===== src/rtl/uart_tx_serializer.sv =====
// uart_tx_serializer: 8N1 UART transmitter with internal baud-period and bit counters
module uart_tx_serializer #(
  parameter int BAUD_WIDTH      = 13,
  parameter int BAUD_TICK_COUNT = 5208,
  parameter int DATA_BITS       = 8
) (
  input  logic                 clk,
  input  logic                 reset,
  input  logic                 tx_start,
  input  logic [DATA_BITS-1:0] tx_data,
  output logic                 tx_serial,
  output logic                 tx_busy,
  output logic                 tx_done
);
  localparam int BIT_W = DATA_BITS > 1 ? $clog2(DATA_BITS) : 1;
  localparam logic [1:0] IDLE = 2'd0, START = 2'd1, DATA = 2'd2, STOP = 2'd3;
  logic [1:0] state_q, state_d;
  logic [BAUD_WIDTH-1:0] baud_q, baud_d;
  logic [BIT_W-1:0] bit_q, bit_d;
  logic [DATA_BITS-1:0] shift_q, shift_d;
  logic serial_q, serial_d, busy_q, busy_d, done_q, done_d;
  logic tick, last;
  always_comb begin
    tick = baud_q == BAUD_WIDTH'(BAUD_TICK_COUNT - 1);
    last = bit_q == BIT_W'(DATA_BITS - 1);
    state_d = state_q;
    baud_d = (state_q == IDLE || tick) ? '0 : baud_q + BAUD_WIDTH'(1);
    bit_d = bit_q;
    shift_d = shift_q;
    if (state_q == IDLE) begin
      if (tx_start) begin
        state_d = START;
        shift_d = tx_data;
        bit_d = '0;
      end
    end else if (tick) begin
      state_d = state_q == START ? DATA : state_q == STOP ? IDLE : last ? STOP : DATA;
      if (state_q == DATA) begin
        shift_d = shift_q >> 1;
        bit_d = last ? '0 : bit_q + BIT_W'(1);
      end
    end
    serial_d = state_d == START ? 1'b0 : state_d == DATA ? shift_d[0] : 1'b1;
    busy_d = state_d != IDLE;
    done_d = state_q == STOP && tick;
  end
  always_ff @(posedge clk) begin
    if (reset) begin
      state_q <= IDLE;
      baud_q <= '0;
      bit_q <= '0;
      shift_q <= '0;
      serial_q <= 1'b1;
      busy_q <= 1'b0;
      done_q <= 1'b0;
    end else begin
      state_q <= state_d;
      baud_q <= baud_d;
      bit_q <= bit_d;
      shift_q <= shift_d;
      serial_q <= serial_d;
      busy_q <= busy_d;
      done_q <= done_d;
    end
  end
  assign tx_serial = serial_q;
  assign tx_busy = busy_q;
  assign tx_done = done_q;
endmodule


===== config.mk =====
export PLATFORM = sky130hd
export DESIGN_NAME = uart_tx_serializer
export DESIGN_NICKNAME = d
export VERILOG_FILES = /design/src/rtl/uart_tx_serializer.sv
export SDC_FILE = /design/constraint.sdc
export NUM_CORES = 1
export LEC_CHECK = 0
export CORE_UTILIZATION = 30
export DETAILED_ROUTE_END_ITERATION = 12
export GPL_ROUTABILITY_DRIVEN = 0
export PLACE_DENSITY = 0.6
export SYNTH_ARGS = -nofsm -noshare
export SYNTH_HDL_FRONTEND = slang
export SYNTH_SLANG_ARGS = --single-unit

===== constraint.sdc =====
create_clock -name clk -period 3.1 [get_ports clk]
set_clock_uncertainty 0.15 [all_clocks]
set_input_delay 0.775 -clock clk [delete_from_list [all_inputs] [get_ports clk]]
set_output_delay 0.775 -clock clk [all_outputs]
set_load 0.05 [all_outputs]

======== Yosys cells after proc, flatten, opt, wreduce, memory -nomap -nowiden ========
Index checks and enable logic that the tools add are counted.
word-level totals
  flip-flop bits (word level) ............. 29
  input bits .............................. 11
  output and inout port bits .............. 3
  logic and storage cells ................. 43
operators by class
  add/sub/neg operators ................... 2
  eq/ne operators ......................... 8
  multiplexer cells ....................... 17
  reduce and logical (&&, ||, !) cells .... 8
operator list
  kind                                                  count
  two-way mux 8 bit                                     4
  two-way mux 3 bit                                     5
  adder 13 x 1 -> 13 bit (second input constant)        1
  equality test 13 bit (second input constant)          1
  two-way mux 2 bit                                     5
  equality test 2 bit (second input constant)           3
  nonzero test 2 bit                                    3
  equality test 2 x 1 -> 1 bit (second input constant)  2
  adder 3 x 1 -> 3 bit (second input constant)          1
  equality test 3 bit (second input constant)           1
  two-way mux 1 bit                                     3
  AND reduction 3 bit                                   1
  logical NOT 2 bit                                     1
  inequality test 2 bit (second input constant)         1
  OR reduction 2 bit                                    1
  logical AND 1 bit                                     1
  logical OR 1 bit                                      1

======== Logic depth before layout (Yosys ltp) ========
Gate-level depths: netlist of run 1.
  word-level depth ........................ 9
  depth in mapped cells ................... 8
  gate-level depth less buffers ........... 5

======== Least setup slack after synthesis of run 1 ========
Ideal clock, no wire load.
  kind .................................... reg2reg
  from .................................... register baud_q[0]
  to ...................................... register baud_q[12]
  library setup time ...................... 64 ps
  arrival time ............................ 1710 ps
  data required time ...................... 2886 ps
  setup slack ............................. 1176 ps
  cell stages (with the launch flop) ...... 9
  buffers on the path ..................... 3
  period minus slack after synthesis ...... 1924 ps
  cells stage by stage .................... dfxtp_1 -> ha_1 -> and4_4 -> buf_6 -> and3_1 -> buf_6 -> or3_4 -> buf_6 -> nor2_1
between the ends
  cells in the longest elaborated chain, start to end .. 3
  elaborated cells between the ends (all ways) .. 4
  classes of those cells .................. add/sub: 1; eq/ne: 1; reduce/logical: 2
RTL lines
  what                                                            RTL line  text
  start, declared                                                 18        logic [BAUD_WIDTH-1:0] baud_q, baud_d;
  start signal, assigned                                          58        baud_q <= baud_d;
  branches (longest 3 deep; another with adder 13 x 1 -> 13 bit)  -
Several ways; the timed one is not identified.
A chain may end at the register's enable or synchronous reset.

======== Final worst setup path of run 1 ========
  from .................................... input port tx_start
  to ...................................... register shift_q[4]
between the ends
  cells in the longest elaborated chain, start to end .. 2
RTL lines
  what                                    RTL line  text
  start, declared                         9         input logic tx_start,
  inequality test 2 bit (no source line)  -
  AND reduction 3 bit (no source line)    -
  end signal, assigned                    60        shift_q <= shift_d;
  end, declared                           20        logic [DATA_BITS-1:0] shift_q, shift_d;
No other way between the ends.

==> out/qor.yml, run 1 <==
status:
  status: "finished clean"
layout:
  fillerInstances: 428
  syn_to_final_growth_pct: 17.1
  drive_above_1_share_pct: 11.8
  antennaDiodeCount: 0
  instances_no_fill: 211
  final_nets: 175
logic_synthesis:
  syn_inst: 149
  synth_cell_type_count: 36
  syn_area_per_cell_um2: 9.01
  yosysMostFrequentCell: "dfxtp_1"
  yosys_most_used_dff: "dfxtp_1"
  mappedNetlistArea_um2: 1340
  synth_top_area_share_pct: 43.2
  synthTopCellsByArea: "dfxtp_1, xor2_1, nor2_1"
  synth_warnings: 0
  synth_commonest_cells: "dfxtp_1, nor2_1, a21oi_1, nand2_1, xor2_1"
  seq_area_frac_synth_pct: 43.2
  synth-seq-cells: 29
  synth.largest_area_cell: "dfxtp_1"
  async_flop_share_pct: 0
  syn_nets: 163
  synth_edf_count: 0
critical_path:
  crit_required_ns: 3.14
  worstSetupPathType: "input pin to flop"
  end_kind: "flop"
  r2r_cells: 5
  cpPeakStageDelay_ns: 0.48
  cp_max_fo: 8
  worst-path-buf-inv: 2
  worstSetupStartpointType: "input pin"
  rrSetupSlack_ns: 1.18
  cpMaxStageDelayCell: "clkdlybuf4s50_1"
  critPathArrivalTime_ns: 2.35
  r2r-start: "baud_q[0]$_SDFF_PP0_"
  crit_chain: "clkdlybuf4s50_1, nor3b_2, buf_4, a41oi_1, nand2_1, a21oi_1"
  rr_endpoint: "shift_q[0]$_SDFF_PP0_"
  crit_family: "buffers and inverters"
pwr:
  total_power_mw: 0.757
  p_leak_nw: 0.576
  peakVddDrop_mv: 0.198
  power.density_nw_per_um2: 482
global_routing:
  antenna_found_initial: 0
  grt_pass1_wl_um: 4300
  grt_usage_pct: 12.7
  grt_pass1_vias: 1000
  grt_overflow: 0
  grt_max_degree: 18
clock_tree:
  clock_sinks: 29
  clkTransAtPathRegs_ns: 0.06
  cts_setup_buffers: 0
  cts-hold-fix-buffers: 0
  cts_tree: "built"
  clk_latency_ns: 0.28
  numCtsBuffers: 5
  ctsResizeCount: 0
  cts_buffer_depth: 2
  clk_root_buffer_cell: "clkbuf_8"
  cts_max_level: 2
timing:
  setup-tns-final_ns: 0
  rsz0062_at_grt: "false"
  whs_ns: 0.308
  setup_violations: 0
  fin_crit_sh_pct: 74.4
  max_slew_margin_pct: 60.0
  min_period_ns: 2.31
  worstMarginPinSlew_ns: 0.597
  final_max_slew_viol_count: 0
  hold_violations: 0
  fmax_ghz: 0.433
route:
  dr_total_vias: 1054
  antenna_left: 0
  drt-vias-per-instance: 5.00
  drt_wl_total_um: 2480
  drc: 0
  wire_per_inst_um: 11.8
  drt_iter0_markers: 44
  drtPass1Iterations: 4
floorplanning:
  die_h_um: 68.9
  fp.coreArea_um2: 4140
  dieArea_um2: 4750
  io_pins: 14
  start_util_pct: 32.4
  rows: 23
  die_x_um: 68.9
min_path:
  hp-class: "flop to flop"
  holdCritStartpoint: "baud_q[0]$_SDFF_PP0_"
  min_path_cells: 1
  holdPathEnd: "baud_q[0]$_SDFF_PP0_"
placed_design:
  port_buffers: 13
  hpwl_um: 1780
  dp_cells: 204
job:
  maxCapViolCount: 0
==> power by group <==
group	switching [mW]	internal [mW]
combinational	0.0320	0.0297
clock	0.129	0.175
sequential	0.00723	0.383
==> area by class of cell <==
cell class | count | area, µm² | share of cell area, %
Multi-Input combinational cell | 107 | 689 | 43.9
Sequential cell | 29 | 581 | 36.9
Timing Repair Buffer | 14 | 138 | 8.76
Clock buffer | 7 | 86.3 | 5.49
Tap cell | 50 | 62.6 | 3.98
Inverter | 4 | 15.0 | 0.955
==> sequential cells by signal (all words and copies together), names as in the netlist <==
name and cells:
baud_q 13, bit_q 3, shift_q 8, state_q 2, tx_busy 1, tx_done 1, tx_serial 1
==> stage by stage <==
| step | area [µm²] | setup slack (ns) | util [%] |
|---|---|---|---|
| finish | 1570 | 0.792 | 37.9 |
| global route | 1570 | 0.605 | 37.9 |
| CTS | 1570 | 0.791 | 37.9 |
| detailed placement | 1490 | 0.528 | 35.8 |
| global placement | 1490 | 0.577 | 35.8 |
| floorplan | 1340 | 1.18 | - |
==> routing by layer <==
metal	vias up	wire length, µm	GRT usage, %
met3	8	91	4.44
met5	-	0	0
li1	549	-	-
met4	0	61	7.65
met1	483	1250	15.7
met2	14	1080	18.7
==> cells by family after synthesis <==
| kind of cell | Yosys count | share of synthesized area (%) |
|---|---|---|
| AOI/OAI and AO/OA | 30 | 14.0 |
| xor gates and xnor gates | 12 | 7.83 |
| adders and majority gates | 3 | 2.80 |
| buffers and inverters | 13 | 5.40 |
| DFF | 29 | 43.2 |
| muxes | 1 | 0.839 |
| and+or+nand+nor | 61 | 25.9 |
==> cells in the final DEF, fill, tap and decap left out <==
cell / Yosys / routed
dfxtp_1: 29 / 29
nor2_1: 18 / 18
clkdlybuf4s50_1: 0 / 13
a21oi_1: 12 / 12
xor2_1: 10 / 10
nand2_1: 10 / 10
nand3_1: 8 / 8
a22oi_1: 7 / 7
clkbuf_8: 0 / 6
nand4_1: 5 / 5
and3_1: 4 / 4
inv_1: 4 / 4
a211oi_1: 4 / 4
ha_1: 3 / 3
and3_2: 2 / 2
nor2_2: 2 / 2
o21ai_0: 2 / 2
a31oi_1: 2 / 2
xnor2_1: 2 / 2
and4bb_2: 1 / 1
nor4_4: 1 / 1
and4_4: 1 / 1
or3_4: 1 / 1
and4_1: 1 / 1
nor2b_1: 1 / 1
and4_2: 1 / 1
nor3b_2: 1 / 1
mux2_2: 1 / 1
or2_2: 1 / 1
nand2b_1: 1 / 1
a21boi_0: 1 / 1
o22ai_1: 1 / 1
nand3b_1: 1 / 1
a41oi_1: 1 / 1
nor3_1: 1 / 1
clkbuf_1: 5 / 1
buf_4: 0 / 1
==> worst max path at each step <==
stage	startpoint	to	slack, ns	cells after the start
floorplan	baud_q[0]$_SDFF_PP0_	baud_q[12]$_SDFF_PP0_	1.18	8
global placement	tx_start	shift_q[1]$_SDFFE_PP0P_	0.58	6
detailed placement	tx_start	shift_q[4]$_SDFFE_PP0P_	0.53	6
CTS	tx_done$_SDFF_PP0_	tx_done	0.79	1
global route	tx_start	shift_q[2]$_SDFFE_PP0P_	0.61	6
finish	tx_start	shift_q[4]$_SDFFE_PP0P_	0.79	6
(Power assumes the default switching activity.)
==> run 2: changes to the inputs <==
==> constraint.sdc (replaced) <==
create_clock -name clk -period 2.25 [get_ports clk]
set_clock_uncertainty 0.15 [all_clocks]
set_input_delay 0.5625 -clock clk [delete_from_list [all_inputs] [get_ports clk]]
set_output_delay 0.5625 -clock clk [all_outputs]
set_load 0.05 [all_outputs]
==> run 2 against run 1 <==
Effect of this change: clock power rose by 32%; sequential share of layout area fell by 0.26 points; register-to-register slack got worse by 0.86 ns; critical path depth fell by 5; worst setup slack got worse by 0.63 ns; hold slack improved by 0.0041 ns; combinational power rose by 44%; via count rose by 2.0%; sequential power rose by 38%; final area rose by 0.72%; first-iteration DRC count rose by 34%; largest cell class unchanged; cell count rose by 1.4%.
==> out/qor.yml, run 2 (synthesized netlist as in run 1, its figures left out) <==
layout:
  antennaDiodeCount: 0
  largest_reg_flops: 13
  largestRegisters: "baud_q: 13 flops, shift_q: 8 flops, bit_q: 3 flops"
  final_nets: 177
  fillerInstances: 434
  mostFrequentLayoutCells: "dfxtp_1, nor2_1, clkdlybuf4s50_1, a21oi_1"
  drive_above_1_share_pct: 13.4
  syn_to_final_growth_pct: 17.9
  final_common_cell: "dfxtp_1"
  postLayoutCoreUtil_pct: 38.2
  largest_register: "baud_q"
  fin_area_um2: 1580
global_routing:
  grt_pass1_wl_um: 4240
  antenna_found_initial: 0
  grt_usage_pct: 12.6
  grt_max_degree: 14
  grt_pass1_vias: 980
  grt_overflow: 0
route:
  drt_iter0_markers: 59
  wire_per_inst_um: 12.1
  dr_total_vias: 1075
  drt_wl_total_um: 2580
  drc: 0
  drtPass1Iterations: 4
  antenna_left: 0
  drt-vias-per-instance: 5.02
placed_design:
  port_buffers: 13
  dpl-instance-area_um2: 1500
  hpwl_um: 1820
pwr:
  p_leak_nw: 0.586
  power.density_nw_per_um2: 651
  peakVddDrop_mv: 0.291
  total_power_mw: 1.03
clock_tree:
  cts_tree: "built"
  cts_buffer_depth: 2
  ctsResizeCount: 0
  cts-hold-fix-buffers: 0
  numCtsBuffers: 5
  clk_latency_ns: 0.28
  cts_max_level: 2
  clk_root_buffer_cell: "clkbuf_8"
  clock_sinks: 29
  clkTransAtPathRegs_ns: 0.06
  cts_setup_buffers: 0
min_path:
  hp-class: "flop to flop"
critical_path:
  startpoint: "tx_busy$_SDFF_PP0_"
  cpPeakStageDelay_ns: 0.79
  critPathArrivalTime_ns: 1.38
  cp_max_fo: 1
  cpMaxStageDelayCell: "clkdlybuf4s50_1"
  worst-path-buf-inv: 1
  r2r_cells: 5
  end_kind: "primary output"
  crit_path_end: "tx_busy"
  crit_family: "buffers and inverters"
  worstSetupStartpointType: "flop"
  crit_chain: "clkdlybuf4s50_1"
  crit_required_ns: 1.54
  r2r-start: "baud_q[0]$_SDFF_PP0_"
  worst-path-stages: 1
  worstSetupPathType: "flop to primary output"
  rrSetupSlack_ns: 0.32
  rr_endpoint: "shift_q[0]$_SDFF_PP0_"
floorplanning:
  rows: 23
  fp.coreArea_um2: 4140
  dieArea_um2: 4750
  die_x_um: 68.9
  start_util_pct: 32.4
  die_h_um: 68.9
  io_pins: 14
timing:
  worstMarginPinSlew_ns: 0.490
  setup-tns-final_ns: 0
  rsz0062_at_grt: "false"
  whs_ns: 0.312
  fmax_ghz: 0.479
  setup_violations: 0
  min_period_ns: 2.09
  max_slew_margin_pct: 67.2
  hold_violations: 0
  final_max_slew_viol_count: 0
  fin_crit_sh_pct: 92.8
status:
  status: "finished clean"
job:
  maxCapViolCount: 0
[run 2: worst min-delay path by stage]
stage / start / cells past startpoint / slack [ns] / endpoint
2_1_floorplan: baud_q[0]$_SDFF_PP0_ / 1 / 0.27 / baud_q[0]$_SDFF_PP0_
3_3_place_gp: baud_q[0]$_SDFF_PP0_ / 1 / 0.29 / baud_q[0]$_SDFF_PP0_
3_5_place_dp: baud_q[0]$_SDFF_PP0_ / 1 / 0.30 / baud_q[0]$_SDFF_PP0_
4_1_cts: shift_q[5]$_SDFFE_PP0P_ / 2 / 0.31 / shift_q[5]$_SDFFE_PP0P_
5_1_grt: shift_q[2]$_SDFFE_PP0P_ / 2 / 0.33 / shift_q[2]$_SDFFE_PP0P_
6_report: shift_q[5]$_SDFFE_PP0P_ / 2 / 0.31 / shift_q[5]$_SDFFE_PP0P_
[run 2: final cells by class]
cell class | instances | area, µm² | share of cell area [%]
multi-input combinational | 107 | 689 | 43.6
tap | 50 | 62.6 | 3.95
clock buffer | 6 | 72.6 | 4.58
timing repair buffer | 16 | 153 | 9.64
clock inverter | 2 | 10.0 | 0.632
inverter | 4 | 15.0 | 0.949
sequential | 29 | 581 | 36.7
[run 2: metal layers]
| layer | track usage, % | share of wire [%] | vias up |
|---|---|---|---|
| li1 | - | - | 552 |
| met1 | 14.5 | 46 | 492 |
| met2 | 19.7 | 46 | 24 |
| met3 | 4.44 | 5.6 | 7 |
| met4 | 8.16 | 2.6 | 0 |
| met5 | 0 | 0 | - |
[run 2: where the power goes]
part / internal (mW) / total [mW] / switching (mW) / leakage, nW
Combinational: 0.0435 / 0.0891 / 0.0456 / 0.305
Sequential: 0.528 / 0.539 / 0.0108 / 0.236
Clock: 0.213 / 0.403 / 0.190 / 0.0450
Total: 0.785 / 1.03 / 0.246 / 0.586
[run 2: stage by stage]
step / setup WS (ns) / cells
2_1_floorplan: 0.326 / 149
3_3_place_gp: 0.223 / 206
3_5_place_dp: 0.184 / 206
4_1_cts: 0.148 / 214
5_1_grt: 0.104 / 214
6_report: 0.161 / 214
